$ cat src/rtl/alu_pkg.sv
// Shared ALU compare-path definitions: FSM encoding, result constants and
// index sizing for the serial magnitude comparator.
package alu_pkg;

   typedef enum logic [1:0] {
      CMP_IDLE = 2'd0,
      CMP_RUN  = 2'd1,
      CMP_DONE = 2'd2
   } cmp_state_e;

   // {eq, lt, gt}
   localparam logic [2:0] RES_RST  = 3'b000;
   localparam logic [2:0] ACC_INIT = 3'b100;

   // Slice index width: clog2(n), never less than one bit.
   function automatic int idx_width(input int n);
      int w;
      w = 1;
      while ((1 << w) < n) w++;
      return w;
   endfunction

endpackage

$ cat src/rtl/comp_cell_2bit.sv
// Combinational 2-bit unsigned magnitude compare cell.
module comp_cell_2bit (
   input  logic [1:0] a,
   input  logic [1:0] b,
   output logic       eq,
   output logic       lt,
   output logic       gt
);

   assign eq = (a == b);
   assign lt = (a <  b);
   assign gt = (a >  b);

endmodule

$ cat src/rtl/comp_serial_nbit.sv
// Serial N-bit magnitude comparator: one 2-bit slice per clock, LSB first,
// with a start/busy/done handshake toward the ALU sequencer.
//
// state    | meaning
// CMP_IDLE | waiting for start; result registers hold last outcome
// CMP_RUN  | comparing slice idx, higher differing slice overrides
// CMP_DONE | one-cycle done pulse; start ignored
module comp_serial_nbit
   import alu_pkg::*;
#(
   parameter int WIDTH = 8
) (
   input  logic             clk,
   input  logic             rst_n,
   input  logic             start,
   input  logic [WIDTH-1:0] a,
   input  logic [WIDTH-1:0] b,
   output logic             busy,
   output logic             done,
   output logic             eq,
   output logic             lt,
   output logic             gt
);

   localparam int N     = WIDTH / 2;
   localparam int IDX_W = idx_width(N);

   cmp_state_e       state_q, state_d;
   logic [IDX_W-1:0] idx_q,   idx_d;
   logic [2:0]       acc_q,   acc_d;
   logic [2:0]       res_q,   res_d;
   logic [WIDTH-1:0] opa_q,   opa_d;
   logic [WIDTH-1:0] opb_q,   opb_d;

   logic [1:0] slice_a;
   logic [1:0] slice_b;
   logic       cell_eq;
   logic       cell_lt;
   logic       cell_gt;
   logic [2:0] acc_upd;
   logic       last_slice;

   always_comb begin
      slice_a = 2'b00;
      slice_b = 2'b00;
      for (int i = 0; i < N; i++) begin
         if (idx_q == IDX_W'(i)) begin
            slice_a = opa_q[2*i +: 2];
            slice_b = opb_q[2*i +: 2];
         end
      end
   end

   comp_cell_2bit u_cell (
      .a  (slice_a),
      .b  (slice_b),
      .eq (cell_eq),
      .lt (cell_lt),
      .gt (cell_gt)
   );

   // A differing slice is more significant than anything seen so far.
   assign acc_upd    = cell_eq ? acc_q : {1'b0, cell_lt, cell_gt};
   assign last_slice = (idx_q == IDX_W'(N - 1));

   always_comb begin
      state_d = state_q;
      idx_d   = idx_q;
      acc_d   = acc_q;
      res_d   = res_q;
      opa_d   = opa_q;
      opb_d   = opb_q;
      case (state_q)
         CMP_IDLE: begin
            if (start) begin
               opa_d   = a;
               opb_d   = b;
               acc_d   = ACC_INIT;
               idx_d   = '0;
               state_d = CMP_RUN;
            end
         end
         CMP_RUN: begin
            acc_d = acc_upd;
            if (last_slice) begin
               res_d   = acc_upd;
               state_d = CMP_DONE;
            end else begin
               idx_d = idx_q + IDX_W'(1);
            end
         end
         CMP_DONE: begin
            state_d = CMP_IDLE;
         end
         default: begin
            state_d = CMP_IDLE;
         end
      endcase
   end

   always_ff @(posedge clk) begin
      if (!rst_n) begin
         state_q <= CMP_IDLE;
         idx_q   <= '0;
         acc_q   <= ACC_INIT;
         res_q   <= RES_RST;
         opa_q   <= '0;
         opb_q   <= '0;
      end else begin
         state_q <= state_d;
         idx_q   <= idx_d;
         acc_q   <= acc_d;
         res_q   <= res_d;
         opa_q   <= opa_d;
         opb_q   <= opb_d;
      end
   end

   assign busy = (state_q != CMP_IDLE);
   assign done = (state_q == CMP_DONE);
   assign eq   = res_q[2];
   assign lt   = res_q[1];
   assign gt   = res_q[0];

endmodule

$ cat config.mk
export PLATFORM = sky130hd
export DESIGN_NAME = comp_serial_nbit
export DESIGN_NICKNAME = d
export VERILOG_FILES = /design/src/rtl/alu_pkg.sv /design/src/rtl/comp_cell_2bit.sv /design/src/rtl/comp_serial_nbit.sv
export SDC_FILE = /design/constraint.sdc
export NUM_CORES = 1
export LEC_CHECK = 0
export CAP_MARGIN = 5
export CORE_ASPECT_RATIO = 1.25
export CORE_MARGIN = 2
export CORE_UTILIZATION = 46
export CTS_CLUSTER_DIAMETER = 200
export DETAILED_ROUTE_END_ITERATION = 10
export PLACE_DENSITY_LB_ADDON = 0.1
export SLEW_MARGIN = 20
export SYNTH_ARGS = -nofsm -noshare
export SYNTH_HDL_FRONTEND = slang
export SYNTH_SLANG_ARGS = --single-unit
$ cat constraint.sdc
create_clock -name clk -period 1.95 [get_ports clk]
set_input_delay 0.39 -clock clk [delete_from_list [all_inputs] [get_ports clk]]
set_output_delay 0.39 -clock clk [all_outputs]
set_load 0.01 [all_outputs]
==> results.ini <==
[status]
status = completed

[layout]
mostFrequentLayoutCell = nand2_1
layout_common_cells = 41 x nand2_1, 23 x dfxtp_1, 23 x clkdlybuf4s50_1
layout.nets = 217
syn_to_final_growth_pct = 38.9
layout-drive-gt1-share = 0.246
post-route-util = 0.676
n_antenna_cell = 0

[run]
drv_cap = 0

[sta]
setup_viol_count_final = 0
finClkSkew_ns = 0.00141
drv_slew = 0
final_hold_viol_count = 0
whs_ns = 0.472
max-slew-margin-rel = 0.621
rsz0062_at_grt = true
fin_crit_sh = 0.997
fin_crit_ns = 1.94
fmax_mhz = 514
worst_pin_slew_ns = 0.568

[power_and_ir_drop]
total_power_mw = 1.16
p_int_mw = 0.845
netSwitchingFraction = 0.268
p_leak_nw = 0.693
p_switching_mw = 0.310
power_density_nw_per_um2 = 637
power_frac_clock = 0.236
irDropWorstVdd_uv = 438
pwr-share-comb = 0.259
pwr-share-seq = 0.505

[synth]
synth-edff-count = 0
syn_nets = 183
avgSynthCellArea_sq_um = 8.26
syn-instance-count = 158
async_flop_share = 0
synth-main-ff-cell = dfxtp_1
synth-seq-cells = 26
netlist_area_sq_um = 1310
synth_seq_area_share = 0.399
yosys_warnings = 0
synth_cell_type_count = 36

[worst_hold_path]
hold_path.class = reg2reg
min_from = res_q[0]

[global_route]
grt_antenna_before_repair = 0
grt-ovfl-total = 0
track_usage = 0.206
grt_pass1_wl_mm = 5.20
grt_pass1_vias = 1179
grt_start_max_net_pins = 28

[placed_design]
gp_congestion = 0.835
port_buffers = 23
hpwl_mm = 2.09

[clock_network]
htree_levels = 1
clk-insertion-delay-late_ns = 0.33
numClockSinks = 26
cts_tree = done
clockRootBuffer = clkbuf_4
clk_path_buf_depth = 2
cts_made_buffers = 3
clk_pin_slew_worst_paths_ns = 0.13

[critical_path]
cp_data_arrival_time_ns = 2.17
timing.rr.start = idx_q[1]
end_kind = flip-flop
required_ns = 2.18
cp-start-kind = flip-flop
crit_start = idx_q[1]
crit_type = reg2reg
path_max_fanout = 8

[routing]
routed_via_density = 5.19
wl_mm = 3.10
drtIter0Drc = 28
wl_per_cell_microns = 13.8
dr.pass1.iters = 4
drc = 0
drtAntennaViolNets = 0
vias = 1167

[floorplan]
core_sq_um = 2680
die_h_microns = 63.6
dieArea_sq_um = 3280
fp.dieW_microns = 51.6
start_util = 0.487
rows = 21
io_pins = 24

[synth_stat cells, drive strengths merged (2+ instances only)]
| cell | number | area (sq um) |
|---|---|---|
| a21boi | 17 | 128 |
| a21oi | 7 | 35.0 |
| a22o | 2 | 17.5 |
| a22oi | 4 | 30.0 |
| buf | 8 | 60.1 |
| clkbuf | 2 | 7.51 |
| dfxtp | 26 | 521 |
| ha | 6 | 75.1 |
| inv | 5 | 18.8 |
| nand2 | 43 | 161 |
| nand2b | 2 | 12.5 |
| nor2 | 2 | 10.0 |
| nor2b | 4 | 32.5 |
| o21a | 2 | 15.0 |
| o21ai | 13 | 65.1 |
[power by group through the flow]
stage | registers (mW) | clock network [mW] | logic, mW
finish | 0.583 | 0.273 | 0.299
global route | 0.586 | 0.297 | 0.328
CTS | 0.582 | 0.276 | 0.260
detailed placement | 0.592 | 0 | 0.214
global placement | 0.592 | 0 | 0.207
floorplan | 0.583 | 0 | 0.136
[final timing paths]
path              end  slack [ns]  cells past startpoint
max reg2reg  res_q[1]       0.006                     11
max          res_q[1]       0.006                     11
min          res_q[0]        0.47                      2
min reg2reg  res_q[0]        0.47                      2
[logic make-up (layout without fill, tap and decap cells)]
kind of cell               after synthesis  count (layout)  synth area share
adders and majority gates                6               6            0.0575
buffers and inverters                   15              48            0.0661
AOI/OAI and AO/OA                       51              51             0.259
muxes                                    2               2            0.0163
and+or+nand+nor                         58              58             0.202
DFF                                     26              26             0.399
[area by class of cell]
type	count	area (sq um)
Tap cell	34	42.5
Clock buffer	4	36.3
Fill cell	227	867
Timing Repair Buffer	39	362
Sequential cell	26	529
Multi-Input combinational cell	117	820
Inverter	5	23.8
[critical path, stage by stage, from the launching register on]
cell and delay, ns:
dfxtp_4 0.41, inv_4 0.05, ha_4 0.18, a21oi_1 0.16, o21ai_1 0.09, o21ai_1 0.13
o21ai_2 0.10, ha_4 0.31, buf_4 0.12, a21oi_2 0.05, a31oi_1 0.16, a21oi_1 0.08
[state kept, by name, summed over array words and instances (netlist names)]
name and flops:
opa_q 8, opb_q 8, acc_q 3, res_q 3, idx_q 2, state_q 2
[through the flow]
stage                     cells  instance area [sq um]  setup TNS (ns)  setup slack [ns]
after floorplan             158                   1310               0           0.00786
after global placement      216                   1600          -0.114           -0.0477
after detailed placement    216                   1600          -0.577            -0.154
after CTS                   223                   1750               0           0.00665
after global routing        225                   1810          -0.465           -0.0916
final                       225                   1810               0           0.00605
[repair_timing]
| action | CTS | global route |
|---|---|---|
| setup endpoints to repair | 5 | 7 |
| resized for setup | 27 | 14 |
| pin swaps | 4 | 11 |
| hold buffers | 0 | 0 |
| setup buffers | 3 | 2 |
[per-layer routing]
metal | vias to the layer above | track usage | part of all wire
li1 | 601 | - | -
met1 | 534 | 0.234 | 0.41
met2 | 23 | 0.377 | 0.54
met3 | 9 | 0.0166 | 0.032
met4 | 0 | 0.0921 | 0.023
met5 | - | 0 | 0
(Power assumes the default switching activity.)
